`src/rtl/vend_panel_arbiter.sv`:
```
// vend_panel_arbiter: shares one vending_machine core between two customer
// panels and a service reload port. One requester owns the core per session.
// Owner inputs are forwarded with one cycle of lag. Core status is routed
// back to the owning panel combinationally. A drain gap separates sessions,
// and an inactivity timeout reclaims the core from an abandoned session.
module vend_panel_arbiter #(
  parameter int TIMEOUT_CYC = 16,
  parameter int DRAIN_CYC   = 2
) (
  input  logic       clk_i,
  input  logic       reset_n_i,
  input  logic [1:0] card_in_i,
  input  logic [1:0] key_press_i,
  input  logic [7:0] item_code_i,
  input  logic [1:0] valid_tran_i,
  input  logic [1:0] door_open_i,
  input  logic       reload_req_i,
  output logic [1:0] grant_o,
  output logic       reload_ack_o,
  output logic [1:0] timeout_o,
  output logic [1:0] p_vend_o,
  output logic [1:0] p_invalid_sel_o,
  output logic [1:0] p_failed_tran_o,
  output logic [5:0] p_cost_o,
  output logic       m_card_in_o,
  output logic       m_key_press_o,
  output logic [3:0] m_item_code_o,
  output logic       m_valid_tran_o,
  output logic       m_door_open_o,
  output logic       m_reload_o,
  input  logic       m_vend_i,
  input  logic       m_invalid_sel_i,
  input  logic       m_failed_tran_i,
  input  logic [2:0] m_cost_i
);

  localparam int IDLE_W  = $clog2(TIMEOUT_CYC);
  localparam int DRAIN_W = $clog2(DRAIN_CYC + 1);

  typedef enum logic [1:0] {S_IDLE, S_SESSION, S_SERVICE, S_DRAIN} state_t;

  state_t              state_q, state_d;
  logic                owner_q, owner_d;
  logic                last_q, last_d;
  logic [IDLE_W-1:0]   idle_cnt_q, idle_cnt_d;
  logic [DRAIN_W-1:0]  drain_cnt_q, drain_cnt_d;
  logic [1:0]          lock_q, lock_d;
  logic [1:0]          grant_q, grant_d;
  logic                reload_ack_q, reload_ack_d;
  logic [1:0]          timeout_q, timeout_d;
  logic                m_card_q, m_card_d;
  logic                m_key_q, m_key_d;
  logic [3:0]          m_item_q, m_item_d;
  logic                m_valid_q, m_valid_d;
  logic                m_door_q, m_door_d;
  logic                m_reload_q, m_reload_d;

  // Panel selection: the round-robin winner while idle, otherwise the owner.
  logic [1:0] eligible;
  logic       pick_idle;
  logic       pick;
  logic       sel_card, sel_key, sel_valid, sel_door;
  logic [3:0] sel_item;
  logic       activity;

  assign eligible  = card_in_i & ~lock_q;
  assign pick_idle = (eligible == 2'b11) ? ~last_q : eligible[1];
  assign pick      = (state_q == S_IDLE) ? pick_idle : owner_q;
  assign sel_card  = card_in_i[pick];
  assign sel_key   = key_press_i[pick];
  assign sel_valid = valid_tran_i[pick];
  assign sel_door  = door_open_i[pick];
  assign sel_item  = pick ? item_code_i[7:4] : item_code_i[3:0];
  assign activity  = sel_key | sel_valid | sel_door | m_vend_i;

  // State register and all registered outputs.
  // NOTE: sequential state uses non-blocking assignments so every register
  // samples the pre-edge values regardless of statement order.
  always_ff @(posedge clk_i or negedge reset_n_i) begin
    if (!reset_n_i) begin
      state_q      <= S_IDLE;
      owner_q      <= 1'b0;
      last_q       <= 1'b1;
      idle_cnt_q   <= '0;
      drain_cnt_q  <= '0;
      lock_q       <= '0;
      grant_q      <= '0;
      reload_ack_q <= 1'b0;
      timeout_q    <= '0;
      m_card_q     <= 1'b0;
      m_key_q      <= 1'b0;
      m_item_q     <= '0;
      m_valid_q    <= 1'b0;
      m_door_q     <= 1'b0;
      m_reload_q   <= 1'b0;
    end else begin
      state_q      <= state_d;
      owner_q      <= owner_d;
      last_q       <= last_d;
      idle_cnt_q   <= idle_cnt_d;
      drain_cnt_q  <= drain_cnt_d;
      lock_q       <= lock_d;
      grant_q      <= grant_d;
      reload_ack_q <= reload_ack_d;
      timeout_q    <= timeout_d;
      m_card_q     <= m_card_d;
      m_key_q      <= m_key_d;
      m_item_q     <= m_item_d;
      m_valid_q    <= m_valid_d;
      m_door_q     <= m_door_d;
      m_reload_q   <= m_reload_d;
    end
  end

  // Next-state and next-output logic; core outputs default low.
  always_comb begin
    // NOTE: every variable gets a default first so no path can infer a latch.
    state_d      = state_q;
    owner_d      = owner_q;
    last_d       = last_q;
    idle_cnt_d   = idle_cnt_q;
    drain_cnt_d  = drain_cnt_q;
    lock_d       = lock_q & card_in_i;
    grant_d      = '0;
    reload_ack_d = 1'b0;
    timeout_d    = '0;
    m_card_d     = 1'b0;
    m_key_d      = 1'b0;
    m_item_d     = '0;
    m_valid_d    = 1'b0;
    m_door_d     = 1'b0;
    m_reload_d   = 1'b0;

    unique case (state_q)
      S_IDLE: begin
        if (reload_req_i) begin
          state_d      = S_SERVICE;
          reload_ack_d = 1'b1;
          m_reload_d   = 1'b1;
        end else if (|eligible) begin
          state_d    = S_SESSION;
          owner_d    = pick_idle;
          last_d     = pick_idle;
          idle_cnt_d = '0;
          grant_d    = pick_idle ? 2'b10 : 2'b01;
          m_card_d   = sel_card;
          m_key_d    = sel_key;
          m_item_d   = sel_item;
          m_valid_d  = sel_valid;
          m_door_d   = sel_door;
        end
      end
      S_SESSION: begin
        if (!sel_card) begin
          state_d     = S_DRAIN;
          drain_cnt_d = '0;
        end else if (!activity && idle_cnt_q == IDLE_W'(TIMEOUT_CYC - 1)) begin
          state_d     = S_DRAIN;
          drain_cnt_d = '0;
          timeout_d   = owner_q ? 2'b10 : 2'b01;
          lock_d      = lock_d | timeout_d;
        end else begin
          grant_d    = owner_q ? 2'b10 : 2'b01;
          idle_cnt_d = activity ? '0 : idle_cnt_q + 1'b1;
          m_card_d   = sel_card;
          m_key_d    = sel_key;
          m_item_d   = sel_item;
          m_valid_d  = sel_valid;
          m_door_d   = sel_door;
        end
      end
      S_SERVICE: begin
        if (reload_req_i) begin
          reload_ack_d = 1'b1;
          m_reload_d   = 1'b1;
        end else begin
          state_d     = S_DRAIN;
          drain_cnt_d = '0;
        end
      end
      S_DRAIN: begin
        if (drain_cnt_q == DRAIN_W'(DRAIN_CYC - 1)) begin
          state_d = S_IDLE;
        end else begin
          drain_cnt_d = drain_cnt_q + 1'b1;
        end
      end
      default: state_d = S_IDLE;
    endcase
  end

  assign grant_o       = grant_q;
  assign reload_ack_o  = reload_ack_q;
  assign timeout_o     = timeout_q;
  assign m_card_in_o   = m_card_q;
  assign m_key_press_o = m_key_q;
  assign m_item_code_o = m_item_q;
  assign m_valid_tran_o = m_valid_q;
  assign m_door_open_o = m_door_q;
  assign m_reload_o    = m_reload_q;

  // Return path: core status reaches only the panel currently granted.
  assign p_vend_o        = grant_q & {2{m_vend_i}};
  assign p_invalid_sel_o = grant_q & {2{m_invalid_sel_i}};
  assign p_failed_tran_o = grant_q & {2{m_failed_tran_i}};
  assign p_cost_o        = {grant_q[1] ? m_cost_i : 3'd0,
                            grant_q[0] ? m_cost_i : 3'd0};

endmodule

```
`config.mk`:
```
export PLATFORM = sky130hd
export DESIGN_NAME = vend_panel_arbiter
export DESIGN_NICKNAME = d
export VERILOG_FILES = /design/src/rtl/vend_panel_arbiter.sv
export SDC_FILE = /design/constraint.sdc
export NUM_CORES = 1
export LEC_CHECK = 0
export CAP_MARGIN = 10
export CORE_MARGIN = 3
export CORE_UTILIZATION = 60
export DETAILED_ROUTE_END_ITERATION = 12
export DONT_BUFFER_PORTS = 1
export PLACE_DENSITY = 0.76
export SLEW_MARGIN = 10
export SYNTH_ARGS = -nofsm -noshare
export SYNTH_HDL_FRONTEND = slang
export SYNTH_SLANG_ARGS = --single-unit
```
`constraint.sdc`:
```
create_clock -name clk_i -period 5.1 [get_ports clk_i]
set_input_delay 0.765 -clock clk_i [delete_from_list [all_inputs] [get_ports clk_i]]
set_output_delay 0.765 -clock clk_i [all_outputs]
set_load 0.02 [all_outputs]
```
Word-level counts from Yosys, hierarchy flattened:

Cells that the tools add are included.

* bits in registers: 25
* output and inout bits: 26
* word-level logic and storage cells: 126

* add/subtract/negate cells: 2
* $lt $le $gt $ge: 1
* equality and inequality tests: 15
* mux-type cells: 71
* bitwise operators: 12
* reduce and logical (&&, ||, !) cells: 11

Operators by type and width (number)
* 2-bit 2-to-1 mux: 22
* 4-bit 2-to-1 mux: 10
* 1-bit 2-to-1 mux: 28
* 4-bit one-hot mux with 2 select lines: 2
* 2-bit != test, second input constant: 6
* 2-bit AND: 5
* 1-bit one-hot mux with 2 select lines: 4
* 2-bit one-hot mux with 4 select lines: 1
* 4-bit AND reduction: 2
* 2-bit == test, second input constant: 3
* 3-bit 2-to-1 mux: 2
* 2-bit one-hot mux with 3 select lines: 1
* 5-bit AND reduction: 1
* 4-bit by 1-bit adder with 4-bit output, second input constant: 1
* 2-bit by 1-bit == test with 1-bit output, second input constant: 2
* 4-bit == test, second input constant: 1
* 2-bit one-hot mux with 2 select lines: 1
* 2-bit OR reduction: 2
* 3-bit by 2-bit != test with 1-bit output, second input constant: 1
* 3-bit != test, second input constant: 1
* 1-bit bitwise OR: 3
* 3-bit AND reduction: 1
* 3-bit nonzero test: 1
* 2-bit by 1-bit adder with 2-bit output, second input constant: 1
* 9 further kinds: 10

Logic depth before layout (Yosys ltp):

* depth in word-level cells: 15
* depth in mapped cells: 8
* mapped depth without buffers: 7

Least setup slack after synthesis:

No wires, ideal clock.

* path type: input-to-reg
* start point: input port valid_tran_i[0]
* end point: register state_q[0]
* setup time: 0.125 ns
* data arrival time: 2.064 ns
* data required time: 4.975 ns
* path slack: 2.911 ns
* stages: 5
* path buffers: 0
* path through: or4_1 o211ai_2 o211ai_4 a21oi_2 mux2_2

* word-level cells in the longest chain between the ends: 9

Ends and longest elaborated chain
* start, declared: RTL line 15 `input logic [1:0] valid_tran_i,`
* 1-bit 2-to-1 mux (not written as such) (2 in a row): RTL line 71 `assign sel_valid = valid_tran_i[pick];`
* 1-bit bitwise OR (3 in a row): RTL line 74 `assign activity = sel_key | sel_valid | sel_door | m_vend_i;`
* 1-bit logical NOT: RTL line 157 `end else if (!activity && idle_cnt_q == IDLE_W'(TIMEOUT_CYC - 1)) begin`
* 1-bit logical AND: RTL line 157
* 3-bit != test (no source line)
* 4-bit AND reduction (no source line)
* end signal, assigned: RTL line 97 `state_q <= state_d;`
* end, declared: RTL line 42 `state_t state_q, state_d;`

No other way between the ends. The select of a mux whose other input is x is not followed.
A chain may end at the register's enable or synchronous reset.

Final worst setup path:

* start point: register state_q[0]
* end point: register idle_cnt_q[1]

* word-level cells in the longest chain between the ends: 11
* elaborated cells on any way between the ends: 26

Ends and longest elaborated chain
* 2-bit logical NOT: RTL line 68, 134
* 1-bit 2-to-1 mux: RTL line 68 `assign pick = (state_q == S_IDLE) ? pick_idle : owner_q;`
* 1-bit 2-to-1 mux (on tied branches) (2 in a row): RTL line 70, 71
* 1-bit bitwise OR (3 in a row): RTL line 74
* 4-bit 2-to-1 mux / 1-bit logical NOT (equally long branches): RTL line 164, 157
* 4-bit 2-to-1 mux / 1-bit logical AND (equally long branches): RTL line 157
* 4-bit 2-to-1 mux / 2-bit != test (equally long branches)
* 4-bit one-hot mux with 2 select lines / 5-bit AND reduction (equally long branches)
* end signal, assigned: RTL line 100 `idle_cnt_q <= idle_cnt_d;`
* end, declared: RTL line 45 `logic [IDLE_W-1:0] idle_cnt_q, idle_cnt_d;`

Several ways; a longest one is shown, not always the timed one. The select of a mux whose other input is x is not followed.

==> summary.md <==
| Metric | Value |
|---|---|
| Post-detailed-placement half-perimeter wirelength | 2330 µm |
| Number of enable-type register cells in the synthesized netlist | 0 |
| Unrepaired setup endpoints after global routing | no |
| Power density normalized to cell area | between 500 and 600 nW/µm² |
| Minimum clock period after layout | around 2300 ps |
| Total count of hold-check failures in the final report | 0 |
| Run status | completed |
| Most common cell after layout, fill and taps aside | dfrtp_1 |
| Number of levels in the clock H-tree | 1 |
| Top flip-flop cell by instance count after synthesis | dfrtp_1 |
| Global-route congestion overflow total | 0 |
| Post-synthesis area per instance | about 9.9 µm² |
| Worst EP required | approximately 5300 ps |
| Yosys top cell by area | dfrtp_1 |
| Die height | roughly 56 µm |
| Final core utilization | 0.667 |
| Worst Clk Skew | ~3.5 ps |
| Critical path class | flop to flop |
| Clock tree buffer depth | 2 |
| Buffers added on ports | 0 |
| Type of element launching the critical path | flop |
| Area of the core | roughly 2300 µm² |
| Pins over their slew limit | 0 |
| Async SR Flop Fraction | 1.00 |
| Insertion delay to the later sink of the worst-skew pair | 310 ps |
| Number of buffers created by CTS | 3 |
| Commonest cells after routing, fill and taps aside | dfrtp_1 (24), nand2_1 (16), inv_1 (12), and2_1 (12), nor2_1 (9) |
| Maximum clock frequency | between 0.4 and 0.5 GHz |
| Antenna diode instance count | 0 |
| Per-cell routed wire length | 16.3 µm |
| Worst-case vdd ir drop | about 0.00032 V |
| Post-synthesis sequential area ratio | 0.426 |
| Maximum single-stage delay on the critical path | approximately 450 ps |
| Vias/cell | roughly 6.2 |
| Ordered list of cells on the worst path | inv_1 -> ha_1 -> nand3b_1 -> o21a_1 -> o211ai_4 -> a31o_2 -> mux2i_1 |
| # DRC | 0 |
| Count of nets left with antenna violations after detail routing | 0 |
| Class of the most critical hold timing path | primary input to asynchronous set/reset pin |
| Post-route setup slack | 2780 ps |
| Max FO, Critical Path | 9 |
| Cell count after placement | 174 |
| Static Leakage | 0.723 nW |
| Initial cell density of the core | 0.647 |
| DIE AREA | 3080 µm² |
| Biggest area contributors in the synthesized netlist | dfrtp_1 (41%), ha_1 (6.0%), and2_1 (5.1%) |
| Overall routed net length | ~2900 µm |
| Top-Level Pins | a little over 50 |
| Critical Path Slowest Stage Cell | dfrtp_1 |
| Final worst-path cycle share | 0.455 |
| Net Count, Synth | 180 |
| Finish-stage setup viols | 0 |
| Cell area after synthesis | around 1500 µm² |
| Transition time of the tightest slew-check pin | between 600 and 700 ps |
| Setup total negative slack | 0 ps |
| Global-route wire length before repair | between 4000 and 5000 µm |
| Number of maximum-capacitance constraint violations | 0 |
| Number of nets in the layout | between 150 and 200 |
| Count of unique library cells instantiated by Yosys | 41 |
| Fraction of final layout cells with drive strength greater than 1 | 0.113 |
| Register bit count reported by yosys | 25 |
| Normalized max-slew margin | 0.531 |
| Pin count of the biggest net entering global routing | 26 |
| Setup bufs post-CTS | 0 |
| Final-layout fill cell count | roughly 180 |
| Critical path capture point type | flop |
| Minimum setup slack after placement | roughly 2800 ps |
| Vias | ~1,100 |
| Cell count after synthesis | 148 |
| Data arrival time of the critical path | approximately 2600 ps |
| Number of global-route vias before repair | approximately 1,100 |
| RD Place Congestion | between 0.8 and 0.9 |
| Number of placement rows | 17 |
| Initial antenna violation count | 0 |
| First-pass DRT Iterations | 4 |
| Number of gates resized after CTS | 0 |
| Yosys Warn Count | 0 |
| Clock transition at the register clock pins on the worst setup and hold paths after CTS | 130 ps |
| Number of clock sinks seen by CTS | 25 |
| Width of the chip | 55.5 µm |
| Layout-stage area growth over the synthesis result | 3.15% |
| Clock tree from TritonCTS | built |
| Area fraction of the dominant cell type after synthesis | 0.408 |
| Number of buffers inserted for hold repair after clock tree synthesis | 0 |
| Final standard cell count with taps included and fillers excluded | around 180 |
| GRT Total Usage | 0.191 |
| Clk Tree Root Cell | clkbuf_4 |
| DRC violation total after the first TritonRoute iteration | 26 |
==> path summary, 6_finish.rpt <==
path	end	slack (ps)	cells after the start	start
setup / recovery	idle_cnt_q[1]	2780	7	state_q[0]
hold / removal	timeout_o[1]	130	0	reset_n_i
setup reg to reg	idle_cnt_q[1]	2780	7	state_q[0]
hold reg to reg	last_q	480	2	last_q
max in group asynchronous	last_q	4800	0	reset_n_i
min in group clk_i	last_q	480	2	last_q
==> kinds of logic (layout without fill, tap and decap cells) <==
logic type	count (synthesis)	in the layout	synth area share
muxes	10	10	0.0706
buffers and inverters	14	16	0.0408
and+or+nand+nor	63	63	0.230
AOI/OAI and AO/OA	29	29	0.173
adders and majority gates	7	7	0.0595
DFF	25	25	0.426
==> through the flow <==
stage	hold slack [ps]	cell area, µm²	total power, mW
4_1_cts	122	1520	0.864
6_report	128	1520	0.859
2_1_floorplan	436	1470	0.704
3_3_place_gp	447	1490	0.752
5_1_grt	91.0	1520	0.924
3_5_place_dp	463	1490	0.778
==> cell usage after synthesis (all sizes together) (2+ instances only) <==
| cell | n |
|---|---|
| mux2 | 3 |
| a221o | 2 |
| o221ai | 2 |
| and3 | 2 |
| buf | 2 |
| nand2 | 16 |
| dfrtp | 24 |
| a21o | 4 |
| nor2 | 9 |
| nor3 | 2 |
| nand4 | 2 |
| nand2b | 3 |
| mux2i | 7 |
| o21a | 2 |
| nor2b | 8 |
| and2 | 12 |
| inv | 12 |
| nand3 | 4 |
| o211ai | 3 |
| o22ai | 2 |
| o21ai | 5 |
| ha | 7 |
| a21oi | 4 |
==> flip-flops by register name, summed over array words and instances (netlist names) <==
name	cells
m_reload_o	1
grant_o	2
m_valid_tran_o	1
m_door_open_o	1
idle_cnt_q	4
timeout_o	2
owner_q	1
state_q	2
last_q	1
drain_cnt_q	2
m_card_in_o	1
m_item_code_o	4
lock_q	2
m_key_press_o	1
==> final cells by class <==
| class | count | area, µm² | share of cell area |
|---|---|---|---|
| Clock buffer | 4 | 26.3 | 0.0173 |
| Inverter | 12 | 45.0 | 0.0297 |
| Multi-Input combinational cell | 109 | 785 | 0.517 |
| Sequential cell | 25 | 627 | 0.413 |
| Tap cell | 28 | 35.0 | 0.0231 |
==> worst max-delay path: cells and delay by family, from the launching register on <==
| kind | cells | cell delay [ps] |
|---|---|---|
| buffers and inverters | 1 | 120 |
| AND/OR/NAND/NOR | 1 | 230 |
| flip-flops | 1 | 450 |
| multiplexers | 1 | 190 |
| adder cells (fa/ha/maj) | 1 | 380 |
| AO/OA/AOI/OAI | 3 | 890 |
==> where the power goes <==
| group | switching, mW | total (mW) | internal (mW) |
|---|---|---|---|
| Sequential | 0.0898 | 0.349 | 0.260 |
| Clock | 0.0562 | 0.0867 | 0.0305 |
| Combinational | 0.249 | 0.423 | 0.175 |
==> routing by layer <==
metal,global-route usage,vias to the layer above,wire [µm]
met4,0.0417,0,17
met3,0.0397,2,214
met5,0,-,0
li1,-,519,-
met2,0.336,51,1470
met1,0.241,536,1190
(Power assumes the default switching activity.)
